`config.mk`:
```
export PLATFORM = sky130hd
export DESIGN_NAME = csr_access_ctrl
export DESIGN_NICKNAME = d
export VERILOG_FILES = /design/src/rtl/csr_access_ctrl_pkg.sv /design/src/rtl/csr_access_ctrl.sv
export SDC_FILE = /design/constraint.sdc
export NUM_CORES = 1
export LEC_CHECK = 0
export ABC_AREA = 1
export BUFFER_PORTS_ARGS = -buffer_cell sky130_fd_sc_hd__buf_4
export CAP_MARGIN = 20
export CORE_MARGIN = 5
export CORE_UTILIZATION = 45
export CTS_BUF_LIST = sky130_fd_sc_hd__clkbuf_4 sky130_fd_sc_hd__clkbuf_8
export DETAILED_ROUTE_END_ITERATION = 16
export PLACE_DENSITY = 0.86
export SETUP_SLACK_MARGIN = 0.2
export SYNTH_ARGS = -nofsm -noshare
export SYNTH_HDL_FRONTEND = slang
export SYNTH_SLANG_ARGS = --single-unit
```
`constraint.sdc`:
```
create_clock -name clk -period 1.45 [get_ports clk]
set_input_delay 0 -clock clk [delete_from_list [all_inputs] [get_ports clk]]
set_output_delay 0 -clock clk [all_outputs]
set_load 0.02 [all_outputs]
```
`src/rtl/csr_access_ctrl_pkg.sv`:
```
// HarvOS shared definitions used by the CSR access controller:
// privilege levels, CSR addresses, trap cause codes and the CSR
// access pre-check rule.
package csr_access_ctrl_pkg;

    // Privilege levels as encoded in csr_addr[9:8]
    typedef enum logic [1:0] {
        PRIV_U = 2'b00,
        PRIV_S = 2'b01,
        PRIV_M = 2'b11
    } priv_e;

    localparam logic [11:0] CSR_SSTATUS = 12'h100;
    localparam logic [11:0] CSR_STVEC   = 12'h105;
    localparam logic [11:0] CSR_MSTATUS = 12'h300;
    localparam logic [11:0] CSR_MTVEC   = 12'h305;
    localparam logic [11:0] CSR_SCAPS   = 12'hDC0;  // S-level, read-only
    localparam logic [11:0] CSR_SRANDOM = 12'hDC1;  // S-level, read-only entropy

    localparam int unsigned CAUSE_ILLEGAL_INSTR = 2;

    // Access is illegal for a reserved funct3, insufficient privilege,
    // or any write attempt to a read-only CSR.
    function automatic logic csr_precheck_fail(input logic [2:0]  funct3,
                                               input logic [11:0] addr,
                                               input priv_e       priv,
                                               input logic        operand_nz);
        logic write_attempt;
        write_attempt = (funct3[1:0] == 2'b01) ||
                        ((funct3[1:0] != 2'b00) && operand_nz);
        return (funct3[1:0] == 2'b00) ||
               (addr[9:8] > 2'(priv)) ||
               ((addr[11:10] == 2'b11) && write_attempt);
    endfunction

endpackage

```
`src/rtl/csr_access_ctrl.sv`:
```
// CSR access controller: accepts one CSR instruction at a time, pre-checks
// legality, issues a single-cycle CSR-file access, and reports either a
// writeback or an illegal-instruction trap.
// Optional feature macro: CSR_SRANDOM_RETRY_EN -- when defined, an SRANDOM
// read without entropy waits up to SRANDOM_WAIT cycles instead of trapping.
// Ports:
//   clk, rst_n                      clock, async active-low reset
//   req_*, cur_priv, req_ready      request handshake and payload
//   csr_en/funct3/addr/wval         CSR-file access strobe and payload
//   csr_rval, csr_illegal           CSR-file read data and rejection
//   entropy_valid                   SRANDOM entropy availability
//   wb_valid, wb_rd, wb_data, done  completion / writeback
//   kill_i                          pipeline flush
//   trap_req/cause/epc/tval         trap report
module csr_access_ctrl
    import csr_access_ctrl_pkg::*;
#(
    parameter int unsigned XLEN         = 32,
    parameter int unsigned SRANDOM_WAIT = 16
) (
    input  logic            clk,
    input  logic            rst_n,
    input  logic            req_valid,
    output logic            req_ready,
    input  logic [2:0]      req_funct3,
    input  logic [11:0]     req_csr_addr,
    input  logic [XLEN-1:0] req_rs1_val,
    input  logic [4:0]      req_zimm,
    input  logic [4:0]      req_rd,
    input  logic [XLEN-1:0] req_pc,
    input  priv_e           cur_priv,
    output logic            csr_en,
    output logic [2:0]      csr_funct3,
    output logic [11:0]     csr_addr,
    output logic [XLEN-1:0] csr_wval,
    input  logic [XLEN-1:0] csr_rval,
    input  logic            csr_illegal,
    input  logic            entropy_valid,
    output logic            wb_valid,
    output logic [4:0]      wb_rd,
    output logic [XLEN-1:0] wb_data,
    output logic            done,
    input  logic            kill_i,
    output logic            trap_req,
    output logic [XLEN-1:0] trap_cause,
    output logic [XLEN-1:0] trap_epc,
    output logic [XLEN-1:0] trap_tval
);

    localparam int unsigned CNT_W = $clog2(SRANDOM_WAIT + 1);

    typedef enum logic [1:0] {
        ST_IDLE,
        ST_ISSUE,
        ST_RND_WAIT,
        ST_RESP
    } state_e;

    state_e            state_q, state_d;
    logic [CNT_W-1:0]  cnt_q, cnt_d;
    logic              trap_pend_q, trap_pend_d;
    logic [2:0]        f3_q, f3_d;
    logic [11:0]       addr_q, addr_d;
    logic [XLEN-1:0]   wval_q, wval_d;
    logic [4:0]        rd_q, rd_d;
    logic [XLEN-1:0]   pc_q, pc_d;
    priv_e             priv_q, priv_d;

    logic              req_ready_q, req_ready_d;
    logic              csr_en_q, csr_en_d;
    logic              wb_valid_q, wb_valid_d;
    logic [4:0]        wb_rd_q, wb_rd_d;
    logic [XLEN-1:0]   wb_data_q, wb_data_d;
    logic              done_q, done_d;
    logic              trap_req_q, trap_req_d;
    logic [XLEN-1:0]   trap_cause_q, trap_cause_d;
    logic [XLEN-1:0]   trap_epc_q, trap_epc_d;
    logic [XLEN-1:0]   trap_tval_q, trap_tval_d;

    logic              pend_now;

    // Next-state, capture and registered-output logic
    always_comb begin
        state_d      = state_q;
        cnt_d        = cnt_q;
        trap_pend_d  = trap_pend_q;
        f3_d         = f3_q;
        addr_d       = addr_q;
        wval_d       = wval_q;
        rd_d         = rd_q;
        pc_d         = pc_q;
        priv_d       = priv_q;
        csr_en_d     = 1'b0;
        wb_valid_d   = 1'b0;
        wb_rd_d      = wb_rd_q;
        wb_data_d    = wb_data_q;
        done_d       = 1'b0;
        trap_req_d   = 1'b0;
        trap_cause_d = '0;
        trap_epc_d   = '0;
        trap_tval_d  = '0;
        pend_now     = trap_pend_q;

        case (state_q)
            ST_IDLE: begin
                if (req_valid) begin
                    f3_d        = req_funct3;
                    addr_d      = req_csr_addr;
                    wval_d      = req_funct3[2] ? XLEN'(req_zimm) : req_rs1_val;
                    rd_d        = req_rd;
                    pc_d        = req_pc;
                    priv_d      = cur_priv;
                    trap_pend_d = 1'b0;
                    cnt_d       = '0;
                    state_d     = ST_ISSUE;
                end
            end
            ST_ISSUE: begin
                if (kill_i) begin
                    state_d = ST_IDLE;
                end else if (csr_precheck_fail(f3_q, addr_q, priv_q, wval_q != '0)) begin
                    trap_pend_d = 1'b1;
                    state_d     = ST_RESP;
                end else if ((addr_q == CSR_SRANDOM) && !entropy_valid) begin
`ifdef CSR_SRANDOM_RETRY_EN
                    cnt_d       = '0;
                    state_d     = ST_RND_WAIT;
`else
                    trap_pend_d = 1'b1;
                    state_d     = ST_RESP;
`endif
                end else begin
                    csr_en_d = 1'b1;
                    state_d  = ST_RESP;
                end
            end
            ST_RND_WAIT: begin
                // cnt_q holds the number of wait cycles already spent
                if (kill_i) begin
                    state_d = ST_IDLE;
                end else if (entropy_valid) begin
                    csr_en_d = 1'b1;
                    state_d  = ST_RESP;
                end else if (cnt_q == CNT_W'(SRANDOM_WAIT - 1)) begin
                    trap_pend_d = 1'b1;
                    state_d     = ST_RESP;
                end else begin
                    cnt_d = cnt_q + CNT_W'(1);
                end
            end
            ST_RESP: begin
                // csr_en is high during this state when the access was issued
                if (csr_en_q) begin
                    wb_data_d   = csr_rval;
                    trap_pend_d = csr_illegal;
                    pend_now    = csr_illegal;
                end
                wb_rd_d = rd_q;
                done_d  = 1'b1;
                if (pend_now) begin
                    trap_req_d   = 1'b1;
                    trap_cause_d = XLEN'(CAUSE_ILLEGAL_INSTR);
                    trap_epc_d   = pc_q;
                    trap_tval_d  = XLEN'(addr_q);
                end else begin
                    wb_valid_d = (rd_q != 5'd0);
                end
                state_d = ST_IDLE;
            end
            default: state_d = ST_IDLE;
        endcase

        req_ready_d = (state_d == ST_IDLE);
    end

    // State and output registers
    always_ff @(posedge clk or negedge rst_n) begin
        if (!rst_n) begin
            state_q      <= ST_IDLE;
            cnt_q        <= '0;
            trap_pend_q  <= 1'b0;
            f3_q         <= '0;
            addr_q       <= '0;
            wval_q       <= '0;
            rd_q         <= '0;
            pc_q         <= '0;
            priv_q       <= PRIV_U;
            req_ready_q  <= 1'b1;
            csr_en_q     <= 1'b0;
            wb_valid_q   <= 1'b0;
            wb_rd_q      <= '0;
            wb_data_q    <= '0;
            done_q       <= 1'b0;
            trap_req_q   <= 1'b0;
            trap_cause_q <= '0;
            trap_epc_q   <= '0;
            trap_tval_q  <= '0;
        end else begin
            state_q      <= state_d;
            cnt_q        <= cnt_d;
            trap_pend_q  <= trap_pend_d;
            f3_q         <= f3_d;
            addr_q       <= addr_d;
            wval_q       <= wval_d;
            rd_q         <= rd_d;
            pc_q         <= pc_d;
            priv_q       <= priv_d;
            req_ready_q  <= req_ready_d;
            csr_en_q     <= csr_en_d;
            wb_valid_q   <= wb_valid_d;
            wb_rd_q      <= wb_rd_d;
            wb_data_q    <= wb_data_d;
            done_q       <= done_d;
            trap_req_q   <= trap_req_d;
            trap_cause_q <= trap_cause_d;
            trap_epc_q   <= trap_epc_d;
            trap_tval_q  <= trap_tval_d;
        end
    end

    assign req_ready  = req_ready_q;
    assign csr_en     = csr_en_q;
    assign csr_funct3 = f3_q;
    assign csr_addr   = addr_q;
    assign csr_wval   = wval_q;
    assign wb_valid   = wb_valid_q;
    assign wb_rd      = wb_rd_q;
    assign wb_data    = wb_data_q;
    assign done       = done_q;
    assign trap_req   = trap_req_q;
    assign trap_cause = trap_cause_q;
    assign trap_epc   = trap_epc_q;
    assign trap_tval  = trap_tval_q;

endmodule

```
### After elaboration in Yosys (flattened, before gate mapping)

Index checks and enable logic that the tools add are counted.

| storage, ports and cells | value |
|---|---|
| register bits | 232 |
| input bits | 129 |
| output and inout port bits | 185 |
| logic and storage cells | 92 |

| operators by class | value |
|---|---|
| add/subtract/negate cells | 1 |
| magnitude comparators | 1 |
| equality and inequality tests | 14 |
| muxes and demuxes | 39 |
| reductions and logical operators | 18 |

Operators by type and width:

| kind | number |
|---|---|
| two-way mux 32 bit | 3 |
| nonzero test 32 bit | 1 |
| two-way mux 12 bit | 2 |
| two-way mux 5 bit | 4 |
| two-way mux 1 bit | 19 |
| two-way mux 2 bit | 7 |
| equality test 12 bit, second input constant | 1 |
| != test 2 bit, second input constant | 6 |
| one-hot mux 5 bit (2 select lines) | 1 |
| one-hot mux 2 bit (4 select lines) | 1 |
| equality test 2 bit, second input constant | 3 |
| logical NOT 2 bit | 3 |
| AND reduction 6 bit | 1 |
| adder 5 x 1 -> 5 bit, second input constant | 1 |
| equality test 5 x 4 -> 1 bit, second input constant | 1 |
| AND reduction 5 bit | 1 |
| nonzero test 5 bit | 1 |
| equality test 2 x 1 -> 1 bit, second input constant | 2 |
| one-hot mux 1 bit (4 select lines) | 1 |
| AND reduction 2 bit | 2 |
| nonzero test 2 bit | 2 |
| logical AND 1 bit | 3 |
| logical OR 1 bit | 3 |
| != test 3 bit, second input constant | 1 |
| other kinds (3) | 3 |

### Longest topological paths before layout

Gate-level depths: netlist of run 1.

| depth | value |
|---|---|
| depth after elaboration | 8 |
| mapped depth | 11 |
| gate-level depth less buffers | 11 |

### Worst setup path before layout of run 1

OpenSTA, ideal clock, no wires.

| path | value |
|---|---|
| kind | register -> register |
| from | register cnt_q[0] |
| to | register cnt_q[3] |
| library setup time | 118 ps |
| arrival | 1410 ps |
| required time | 1332 ps |
| path slack | -78 ps |
| stages on the path, launching flop included | 10 |
| path buffers | 0 |
| clock period less this slack | 1528 ps |
| cell sequence | dfrtp_1 -> ha_1 -> nand2_1 -> nor2_1 -> ha_1 -> o22ai_2 -> nand2_2 -> nor2_2 -> xor2_1 -> nor2_1 |

| on the way | value |
|---|---|
| cells in the longest elaborated chain, start to end | 5 |
| elaborated cells on any way between the ends | 8 |
| those cells by class | add/sub (1); eq/ne (2); mux (4); reduce/logical (1) |

Ends and longest elaborated chain:

| element | RTL line | RTL |
|---|---|---|
| from (decl) | csr_access_ctrl.sv:60 | `logic [CNT_W-1:0] cnt_q, cnt_d;` |
| from (signal assigned) | csr_access_ctrl.sv:200 | `cnt_q <= cnt_d;` |
| adder 5 x 1 -> 5 bit | csr_access_ctrl.sv:148 | `cnt_d = cnt_q + CNT_W'(1);` |
| two-way mux 5 bit | csr_access_ctrl.sv:144 | `end else if (cnt_q == CNT_W'(SRANDOM_WAIT - 1)) begin` |
| two-way mux 5 bit | csr_access_ctrl.sv:141 | `end else if (entropy_valid) begin` |
| two-way mux 5 bit | csr_access_ctrl.sv:139 | `if (kill_i) begin` |
| one-hot mux 5 bit (2 select lines) | csr_access_ctrl.sv:104 | `case (state_q)` |

Several ways; a longest one is shown, not always the timed one. The select of a mux whose other input is x is not followed.
A chain may end at the register's enable or synchronous reset.

### Final worst setup path of run 1

| path | value |
|---|---|
| from | register state_q[0] |
| to | register pc_q[10] |

| on the way | value |
|---|---|
| cells in the longest elaborated chain, start to end | 2 |

Ends and longest elaborated chain:

| element | RTL line | RTL |
|---|---|---|
| from (decl) | csr_access_ctrl.sv:59 | `state_e state_q, state_d;` |
| from (signal assigned) | csr_access_ctrl.sv:199 | `state_q <= state_d;` |
| logical NOT 2 bit | csr_access_ctrl.sv:104 |  |
| AND reduction 2 bit (no source line) | -- |  |
| to (signal assigned) | csr_access_ctrl.sv:206 | `pc_q <= pc_d;` |
| to (decl) | csr_access_ctrl.sv:66 | `logic [XLEN-1:0] pc_q, pc_d;` |

Every way passes these cells.

==> metrics.json, run 1 <==
{
  "outcome": {"value": "finished, violations left"},
  "failing_checks": {"value": "setup timing"},
  "post_synth_most_frequent_cells": {"value": "dfrtp_1, nand2_1, nor2_1"},
  "initialDrtViolationCount": {"value": 614},
  "antenna_left": {"value": 0},
  "timing.setup.critical_path_class": {"value": "flip-flop to flip-flop"},
  "p_per_area": {"value": 1910, "unit": "mW/mm²"},
  "worst_path_dominant_cell_family": {"value": "buffers and inverters"},
  "dp_hpwl": {"value": 15200, "unit": "µm"},
  "finish.instance_area": {"value": 0.0138, "unit": "mm²"},
  "via_per_inst": {"value": 5.30},
  "place.gp.congestion": {"value": 0.848},
  "final.setup_skew": {"value": 19.8, "unit": "ps"},
  "boundaryPins": {"value": 314},
  "final_min_period_over_clock_period": {"value": 1.10},
  "worstPathBufferInverterCount": {"value": 5},
  "clock_tree.htree_level_count": {"value": 4},
  "critical-path-max-stage-delay": {"value": 400, "unit": "ps"},
  "worst_path_max_delay_cell": {"value": "dfrtp_1"},
  "synth_edf_count": {"value": 0},
  "maximum_clock_frequency": {"value": 0.626, "unit": "GHz"},
  "design.core.area": {"value": 0.0159, "unit": "mm²"},
  "post_synthesis_cell_type_count": {"value": 35},
  "crit_path_start_kind": {"value": "flip-flop"},
  "timing_max_transition_violations_final": {"value": 0},
  "drc": {"value": 0},
  "area_of_placed_instances": {"value": 0.00979, "unit": "mm²"},
  "hold_path_class": {"value": "primary input to flip-flop"},
  "design_power_total": {"value": 0.0263, "unit": "W"},
  "finalHoldViolations": {"value": 0},
  "clock_latency": {"value": 480, "unit": "ps"},
  "tritoncts": {"value": "done"},
  "cts_buffer_depth": {"value": 2},
  "initial_util": {"value": 0.461},
  "clk_transition_reported_paths": {"value": 110, "unit": "ps"},
  "die-height": {"value": 138, "unit": "µm"},
  "synth-warning-count": {"value": 0},
  "rsz0062_at_grt": {"value": "true"},
  "synthArstFlopShare": {"value": 1.00},
  "power.ir.vdd_worst": {"value": 1280, "unit": "µV"},
  "critPathArrivalTime": {"value": 1970, "unit": "ps"},
  "synth_cells": {"value": 707},
  "hold-worst-slack": {"value": 275, "unit": "ps"},
  "io_buffers": {"value": 262},
  "synth_most_common_cell": {"value": "dfrtp_1"},
  "postLayoutSetupSlackWorst": {"value": -146, "unit": "ps"},
  "max_cap_violations": {"value": 0},
  "synth_top_flop_cell": {"value": "dfrtp_1"},
  "synth.top_cell.area_share": {"value": 0.610},
  "per_cell_routed_wire_length": {"value": 24.0, "unit": "µm"},
  "die_area": {"value": 0.0190, "unit": "mm²"},
  "cts_root_buf": {"value": "clkbuf_8"},
  "cts_inserted_buffers": {"value": 17},
  "synth_area_leaders": {"value": "dfrtp_1, nand2_1, buf_4, mux2_2, nor2_1"},
  "postSynthAreaPerCell": {"value": 10.4, "unit": "µm²"},
  "crit_fanout": {"value": 6},
  "report.final.setup_viol": {"value": 100},
  "finalNetCount": {"value": 1327},
  "ys_seq_elements": {"value": 180},
  "numClockSinks": {"value": 180},
  "yosysTopAreaCell": {"value": "dfrtp_1"},
  "global_route_wire_length_before_repair": {"value": 42100, "unit": "µm"},
  "grtUsageTotal": {"value": 0.297},
  "die_x": {"value": 138, "unit": "µm"},
  "worst-endpoint-required": {"value": 1830, "unit": "ps"},
  "layout.core_utilization": {"value": 0.864},
  "synthesized_cell_area": {"value": 0.00735, "unit": "mm²"},
  "leakage": {"value": 7.10, "unit": "nW"},
  "globalRouteOverflowTotal": {"value": 0},
  "total_number_of_vias": {"value": 7532},
  "synth_seq_area_share": {"value": 0.613},
  "detailedRoute.firstPassIterationCount": {"value": 6},
  "drt_wl_total": {"value": 34100, "unit": "µm"},
  "fin_crit": {"value": 1600, "unit": "ps"},
  "rows": {"value": 46},
  "drive_above_1_share": {"value": 0.524},
  "critical_path.cell_chain": {"value": "inv_2 > ha_4 > nand2_8 > clkinv_8 > buf_12 > buf_16 > clkbuf_16 > o21ai_1"},
  "number_of_global_route_vias_before_repair": {"value": 7729},
  "setup.worst_path.end_class": {"value": "flip-flop"},
  "area_growth_syn_to_layout": {"value": 87.4, "unit": "%"},
  "grt_max_degree": {"value": 54},
  "antenna_violations_before_repair": {"value": 0},
  "detailedPlace.worstSlack": {"value": -80.7, "unit": "ps"}
}
[layout make-up]
type	instances	area (µm²)
inverters	80	319
clock buffers	19	262
flip-flops and latches	180	4510
diodes	1	2.50
repair buffers	491	4970
clock inverters	13	144
well taps	216	270
fillers	656	2170
multi-input cells	420	3290
[placed cells by master, fill, tap and decap left out, types with 3 or more instances in the layout]
cell,count
a21oi_2,4
a22o_1,14
buf_12,28
buf_16,18
buf_4,284
buf_6,20
clkbuf_16,9
clkbuf_8,20
conb_1,51
dfrtp_1,175
dfrtp_2,4
dlygate4sd3_1,129
ha_4,5
inv_1,68
inv_2,9
inv_8,4
mux2_4,32
nand2_1,59
nand2_2,24
nand2_4,46
nand2_8,4
nand4_1,3
nor2_1,52
nor2_2,24
nor2_4,9
o21ai_1,10
o21ai_2,51
o21ai_4,10
[kinds of logic (layout without fill, tap and decap cells)]
| group | after synthesis | after routing | share of synthesized area |
|---|---|---|---|
| buffers and inverters | 158 | 603 | 0.120 |
| other | 1 | 52 | 0.000510 |
| muxes | 33 | 33 | 0.0504 |
| and+or+nand+nor | 227 | 228 | 0.123 |
| DFF | 180 | 180 | 0.613 |
| adders and majority gates | 8 | 8 | 0.0136 |
| AOI/OAI and AO/OA | 99 | 99 | 0.0780 |
| xor gates and xnor gates | 1 | 1 | 0.00119 |
[worst reg2reg max path: stages (launching register included)]
cell and delay [ps]:
dfrtp_1 400, inv_2 90, ha_4 200, nand2_8 90, clkinv_8 90, buf_12 130
buf_16 140, clkbuf_16 160, o21ai_1 220
[worst paths after layout]
kind | end | slack, ps | depth (start not counted) | startpoint
min | pc_q[12] | 280 | 4 | req_pc[12]
max | pc_q[10] | -150 | 8 | state_q[0]
min in group asynchronous | wb_data[11] | 550 | 3 | rst_n
min reg2reg | trap_pend_q | 490 | 2 | trap_pend_q
max in group asynchronous | csr_wval[14] | 270 | 4 | rst_n
max reg2reg | pc_q[10] | -150 | 8 | state_q[0]
[power by group]
part	total, W	leakage [nW]	switching, W	internal, W
Sequential	0.00822	2.30	0.00140	0.00681
Clock	0.00359	0.207	0.00207	0.00152
Combinational	0.0145	4.59	0.00762	0.00690
[state kept, by name, indices dropped and copies added, names as in the netlist]
| signal | count |
|---|---|
| csr_wval | 32 |
| pc_q | 32 |
| trap_epc | 32 |
| wb_data | 32 |
| csr_addr | 12 |
| trap_tval | 12 |
| cnt_q | 5 |
| rd_q | 5 |
| wb_rd | 5 |
| csr_funct3 | 3 |
| priv_q | 2 |
| state_q | 2 |
| csr_en | 1 |
| done | 1 |
| req_ready | 1 |
| trap_cause | 1 |
| trap_pend_q | 1 |
| wb_valid | 1 |
[routing by layer]
| layer | GRT usage | vias to the layer above | part of all wire |
|---|---|---|---|
| met3 | 0.0807 | 146 | 0.096 |
| li1 | - | 3093 | - |
| met5 | 0 | - | 0 |
| met1 | 0.330 | 3717 | 0.33 |
| met2 | 0.521 | 576 | 0.52 |
| met4 | 0.152 | 0 | 0.059 |
[metrics by stage]
stage	setup TNS, ps	cells
5_1_grt	-8060	1419
2_1_floorplan	-3.25	757
4_1_cts	-1280	1390
3_5_place_dp	-1320	1195
3_3_place_gp	-37.1	1195
6_report	-4610	1420
[what timing repair did]
item,CTS,global route
hold buffers,129,0
setup buffers,17,17
pin swaps,20,25
gates resized for setup,129,205
gates cloned,17,12
endpoints found under the hold margin,303,0
setup endpoints to repair,172,222
Note: power is estimated with default switching activity, not from simulation.
==> inputs of run 2 (changes only) <==
--- a/config.mk
+++ b/config.mk
@@ -12,6 +12,7 @@
 export CORE_UTILIZATION = 45
 export CTS_BUF_LIST = sky130_fd_sc_hd__clkbuf_4 sky130_fd_sc_hd__clkbuf_8
 export DETAILED_ROUTE_END_ITERATION = 16
+export GPL_TIMING_DRIVEN = 0
 export PLACE_DENSITY = 0.86
 export SETUP_SLACK_MARGIN = 0.2
 export SYNTH_ARGS = -nofsm -noshare
==> metrics.json, run 2 (synthesis results as in run 1) <==
{
  "outcome": {"value": "finished, violations left"},
  "failing_checks": {"value": "setup timing"},
  "critical-path-max-stage-delay": {"value": 470, "unit": "ps"},
  "dp_hpwl": {"value": 15900, "unit": "µm"},
  "most-common-layout-cells": {"value": "buf_4, dfrtp_1, dlygate4sd3_1, nor2_1, inv_1"},
  "worst_slew_margin_rel": {"value": 0.613},
  "design.core.area": {"value": 0.0159, "unit": "mm²"},
  "detailedRoute.firstPassIterationCount": {"value": 6},
  "final_min_period_over_clock_period": {"value": 1.07},
  "hold_path_class": {"value": "primary input to async pin"},
  "rows": {"value": 46},
  "initial_util": {"value": 0.461},
  "initialDrtViolationCount": {"value": 479},
  "crit_path_start_kind": {"value": "flip-flop"},
  "rsz0062_at_grt": {"value": "true"},
  "finalHoldViolations": {"value": 0},
  "cts_root_buf": {"value": "clkbuf_8"},
  "area_growth_syn_to_layout": {"value": 80.3, "unit": "%"},
  "detailedPlace.worstSlack": {"value": -230, "unit": "ps"},
  "timing.setup.critical_path_class": {"value": "flip-flop to flip-flop"},
  "grtUsageTotal": {"value": 0.279},
  "drive_above_1_share": {"value": 0.514},
  "hold-worst-slack": {"value": 91.9, "unit": "ps"},
  "antenna_violations_before_repair": {"value": 2},
  "tightestPinTransition": {"value": 580, "unit": "ps"},
  "fin_crit": {"value": 1550, "unit": "ps"},
  "postLayoutSetupSlackWorst": {"value": -103, "unit": "ps"},
  "clock_tree.htree_level_count": {"value": 4},
  "worst_path_max_delay_cell": {"value": "dfrtp_2"},
  "numClockSinks": {"value": 180},
  "die_area": {"value": 0.0190, "unit": "mm²"},
  "worst-endpoint-required": {"value": 1810, "unit": "ps"},
  "power.ir.vdd_worst": {"value": 1010, "unit": "µV"},
  "leakage": {"value": 7.03, "unit": "nW"},
  "maximum_clock_frequency": {"value": 0.644, "unit": "GHz"},
  "grt_max_degree": {"value": 108},
  "via_per_inst": {"value": 5.08},
  "p_per_area": {"value": 1840, "unit": "mW/mm²"},
  "global_route_wire_length_before_repair": {"value": 39900, "unit": "µm"},
  "place.gp.congestion": {"value": 0.858},
  "setup.worst_path.end_class": {"value": "flip-flop"},
  "tritoncts": {"value": "done"},
  "report.final.setup_viol": {"value": 67},
  "number_of_global_route_vias_before_repair": {"value": 7605},
  "clk_transition_reported_paths": {"value": 100, "unit": "ps"},
  "drt_wl_total": {"value": 31600, "unit": "µm"},
  "crit_fanout": {"value": 8},
  "total_number_of_vias": {"value": 7313},
  "cts_buffer_depth": {"value": 2},
  "layout.cells.most_common": {"value": "buf_4"},
  "worst_r2r_path_depth": {"value": 5},
  "timing_max_transition_violations_final": {"value": 0},
  "boundaryPins": {"value": 314},
  "finalNetCount": {"value": 1346},
  "per_cell_routed_wire_length": {"value": 21.9, "unit": "µm"},
  "die-height": {"value": 138, "unit": "µm"},
  "critical_path.cell_chain": {"value": "ha_2 > buf_12 > nand2_8 > clkbuf_16 > mux2_4"},
  "antenna_left": {"value": 0},
  "cts_inserted_buffers": {"value": 17},
  "final.setup_skew": {"value": 21.0, "unit": "ps"},
  "clock_latency": {"value": 470, "unit": "ps"},
  "max_cap_violations": {"value": 0},
  "drc": {"value": 0},
  "critPathArrivalTime": {"value": 1910, "unit": "ps"},
  "fin_setup_tns": {"value": -3620, "unit": "ps"},
  "die_x": {"value": 138, "unit": "µm"},
  "area_of_placed_instances": {"value": 0.0100, "unit": "mm²"},
  "io_buffers": {"value": 262},
  "globalRouteOverflowTotal": {"value": 0},
  "finish.instance_area": {"value": 0.0132, "unit": "mm²"}
}
-- run 2: cell count changes in the layout (fill, tap and decap cells not counted), sizes merged, moves of 2 or more --
cell / delta
buf: +18
inv: -3
diode: +2
dlygate4sd3: +2
-- run 2: timing repair --
| item | 4_1_cts | 5_1_grt |
|---|---|---|
| endpoints found under the setup margin | 173 | 165 |
| hold buffers | 131 | 0 |
| pin swaps | 20 | 26 |
| resized for setup | 129 | 175 |
| gates cloned | 4 | 9 |
| endpoints found under the hold margin | 200 | 0 |
| buffers inserted | 15 | 11 |
-- run 2: worst paths after layout --
path | from | endpoint | slack (ps)
max in group asynchronous | rst_n | csr_addr[9] | 420
worst min-delay path | rst_n | trap_epc[7] | 90
min in group clk | req_rs1_val[6] | csr_wval[6] | 280
worst min register to register | trap_pend_q | trap_pend_q | 490
worst max-delay path | state_q[1] | wb_data[17] | -100
worst max register to register | state_q[1] | wb_data[17] | -100
-- run 2: cell type report --
type | instances | area [µm²]
Inverter | 80 | 322
Clock buffer | 19 | 255
Tap cell | 216 | 270
Antenna cell | 3 | 7.51
Sequential cell | 180 | 4510
Clock inverter | 12 | 126
Buffer | 78 | 841
Fill cell | 702 | 2700
Multi-Input combinational cell | 419 | 3070
Timing Repair Buffer | 433 | 3840
-- run 2: power by group --
part	internal, W	switching [W]	total [W]
Sequential	0.00682	0.00136	0.00818
Combinational	0.00572	0.00702	0.0127
Clock	0.00145	0.00195	0.00340
Total	0.0140	0.0103	0.0243
-- run 2: worst max-delay path: cells and delay by family (launching register included) --
kind / cells / cell delay, ps
simple gates: 1 / 130
flops: 1 / 470
fa+ha+maj: 1 / 220
mux: 1 / 310
buf+inv: 2 / 330
-- run 2: through the flow --
step | instances | total power, W | utilization
after global routing | 1439 | 0.0253 | 0.831
after CTS | 1417 | 0.0216 | 0.770
after global placement | 1235 | 0.0165 | 0.626
after detailed placement | 1236 | 0.0168 | 0.628
after floorplan | 757 | 0.0131 | -
final | 1440 | 0.0243 | 0.831
-- run 2: layer usage --
| metal | GRT usage | vias to the layer above | share of wire |
|---|---|---|---|
| met1 | 0.308 | 3600 | 0.35 |
| li1 | - | 3133 | - |
| met4 | 0.138 | 0 | 0.042 |
| met2 | 0.484 | 473 | 0.52 |
| met3 | 0.0877 | 107 | 0.084 |
| met5 | 0 | - | 0 |
==> inputs of run 3 (changes only) <==
--- a/config.mk
+++ b/config.mk
@@ -10,7 +10,7 @@
 export CAP_MARGIN = 20
 export CORE_MARGIN = 5
 export CORE_UTILIZATION = 45
-export CTS_BUF_LIST = sky130_fd_sc_hd__clkbuf_4 sky130_fd_sc_hd__clkbuf_8
+export CTS_BUF_LIST = sky130_fd_sc_hd__clkbuf_8
 export DETAILED_ROUTE_END_ITERATION = 16
 export GPL_TIMING_DRIVEN = 0
 export PLACE_DENSITY = 0.86
==> metrics.json, run 3 (synthesis results as in run 1) <==
{
  "tritoncts": {"value": "done"},
  "design.core.area": {"value": 0.0159, "unit": "mm²"},
  "finalHoldViolations": {"value": 0},
  "dp_hpwl": {"value": 15900, "unit": "µm"},
  "cts_root_buf": {"value": "clkbuf_8"},
  "crit_fanout": {"value": 7},
  "per_cell_routed_wire_length": {"value": 23.0, "unit": "µm"},
  "die-height": {"value": 138, "unit": "µm"},
  "postLayoutSetupSlackWorst": {"value": -167, "unit": "ps"},
  "clock_latency": {"value": 460, "unit": "ps"},
  "p_per_area": {"value": 1860, "unit": "mW/mm²"},
  "number_of_global_route_vias_before_repair": {"value": 7827},
  "io_buffers": {"value": 262},
  "area_of_placed_instances": {"value": 0.0100, "unit": "mm²"},
  "rsz0062_at_grt": {"value": "true"},
  "crit_path_start_kind": {"value": "flip-flop"},
  "timing.setup.critical_path_class": {"value": "flip-flop to flip-flop"},
  "via_per_inst": {"value": 5.18},
  "numClockSinks": {"value": 180},
  "global_route_wire_length_before_repair": {"value": 41900, "unit": "µm"},
  "final.setup_skew": {"value": 22.7, "unit": "ps"},
  "leakage": {"value": 7.21, "unit": "nW"},
  "die_x": {"value": 138, "unit": "µm"},
  "initialDrtViolationCount": {"value": 604},
  "antenna_violations_before_repair": {"value": 1},
  "clock_tree.htree_level_count": {"value": 4},
  "tightestPinTransition": {"value": 564, "unit": "ps"},
  "failing_checks": {"value": "setup timing"},
  "grt_max_degree": {"value": 108},
  "fin_setup_tns": {"value": -9550, "unit": "ps"},
  "maximum_clock_frequency": {"value": 0.619, "unit": "GHz"},
  "rows": {"value": 46},
  "layoutNonFillerInstCount": {"value": 1460},
  "critPathArrivalTime": {"value": 1960, "unit": "ps"},
  "antenna_left": {"value": 0},
  "clk_transition_reported_paths": {"value": 110, "unit": "ps"},
  "drt_wl_total": {"value": 33600, "unit": "µm"},
  "max_cap_violations": {"value": 0},
  "timing_max_transition_violations_final": {"value": 0},
  "die_area": {"value": 0.0190, "unit": "mm²"},
  "worst-endpoint-required": {"value": 1800, "unit": "ps"},
  "initial_util": {"value": 0.461},
  "area_growth_syn_to_layout": {"value": 85.8, "unit": "%"},
  "setup.worst_path.end_class": {"value": "flip-flop"},
  "finish.instance_area": {"value": 0.0137, "unit": "mm²"},
  "finalNetCount": {"value": 1367},
  "total_number_of_vias": {"value": 7557},
  "worst_slew_margin_rel": {"value": 0.624},
  "grtUsageTotal": {"value": 0.295},
  "place.gp.congestion": {"value": 0.858},
  "cts_buffer_depth": {"value": 2},
  "drive_above_1_share": {"value": 0.531},
  "drc": {"value": 0},
  "cts_inserted_buffers": {"value": 17},
  "report.final.setup_viol": {"value": 122},
  "fin_crit": {"value": 1620, "unit": "ps"},
  "design_power_total": {"value": 0.0254, "unit": "W"},
  "outcome": {"value": "finished, violations left"},
  "layout.cells.most_common": {"value": "buf_4"},
  "detailedRoute.firstPassIterationCount": {"value": 5},
  "power.ir.vdd_worst": {"value": 1270, "unit": "µV"},
  "boundaryPins": {"value": 314},
  "most-common-layout-cells": {"value": "buf_4, dfrtp_1, dlygate4sd3_1, nor2_1, inv_1"},
  "placedCellCount": {"value": 1236},
  "hold_path_class": {"value": "primary input to async pin"},
  "globalRouteOverflowTotal": {"value": 0},
  "final_min_period_over_clock_period": {"value": 1.11}
}
run 3: area by class of cell:
cell class,count,area [µm²]
Clock buffer,18,248
Clock inverter,13,130
Fill cell,658,2290
Antenna cell,2,5.00
Tap cell,216,270
Multi-Input combinational cell,419,3100
Inverter,80,322
Sequential cell,180,4510
Buffer,78,812
Timing Repair Buffer,454,4250
run 3: worst paths after layout:
check / startpoint / endpoint / slack, ps / cells past startpoint
max: state_q[0] / wb_data[16] / -170 / 6
min: rst_n / trap_epc[3] / 70 / 2
min in group clk: req_pc[12] / pc_q[12] / 290 / 4
max in group asynchronous: rst_n / csr_wval[26] / 450 / 3
max reg2reg: state_q[0] / wb_data[16] / -170 / 6
min reg2reg: trap_pend_q / trap_pend_q / 490 / 2
run 3: power breakdown:
group / leakage, nW / switching, W / internal (W)
combinational: 4.72 / 0.00740 / 0.00640
clock: 0.191 / 0.00196 / 0.00143
sequential: 2.30 / 0.00140 / 0.00682
run 3: repair_timing:
action                                 4_1_cts  5_1_grt
pin swaps                                   14       21
hold buffers                               128        0
setup endpoints to repair                  173      165
gates cloned                                15        6
setup buffers                               25       17
endpoints found under the hold margin      200        0
gates resized for setup                    171      155
run 3: through the flow:
stage | utilization | hold slack (ps) | setup WS [ps]
after floorplan | - | -296 | -3.25
after global placement | 0.626 | 198 | -814
after detailed placement | 0.628 | 5.42 | -230
after CTS | 0.801 | 89.9 | -75.6
after global routing | 0.856 | 115 | -203
final | 0.856 | 73.2 | -167
run 3: layer usage:
| layer | global-route usage | part of all wire |
|---|---|---|
| met5 | 0 | 0 |
| met4 | 0.143 | 0.057 |
| met3 | 0.0774 | 0.086 |
| met2 | 0.530 | 0.52 |
| met1 | 0.321 | 0.34 |
run 3: critical path, cell delays in order, from the launching register on:
cell and delay (ps):
dfrtp_1 420, buf_4 150, ha_2 180, buf_12 140, nand2_8 140, clkbuf_16 180, mux2_4 310
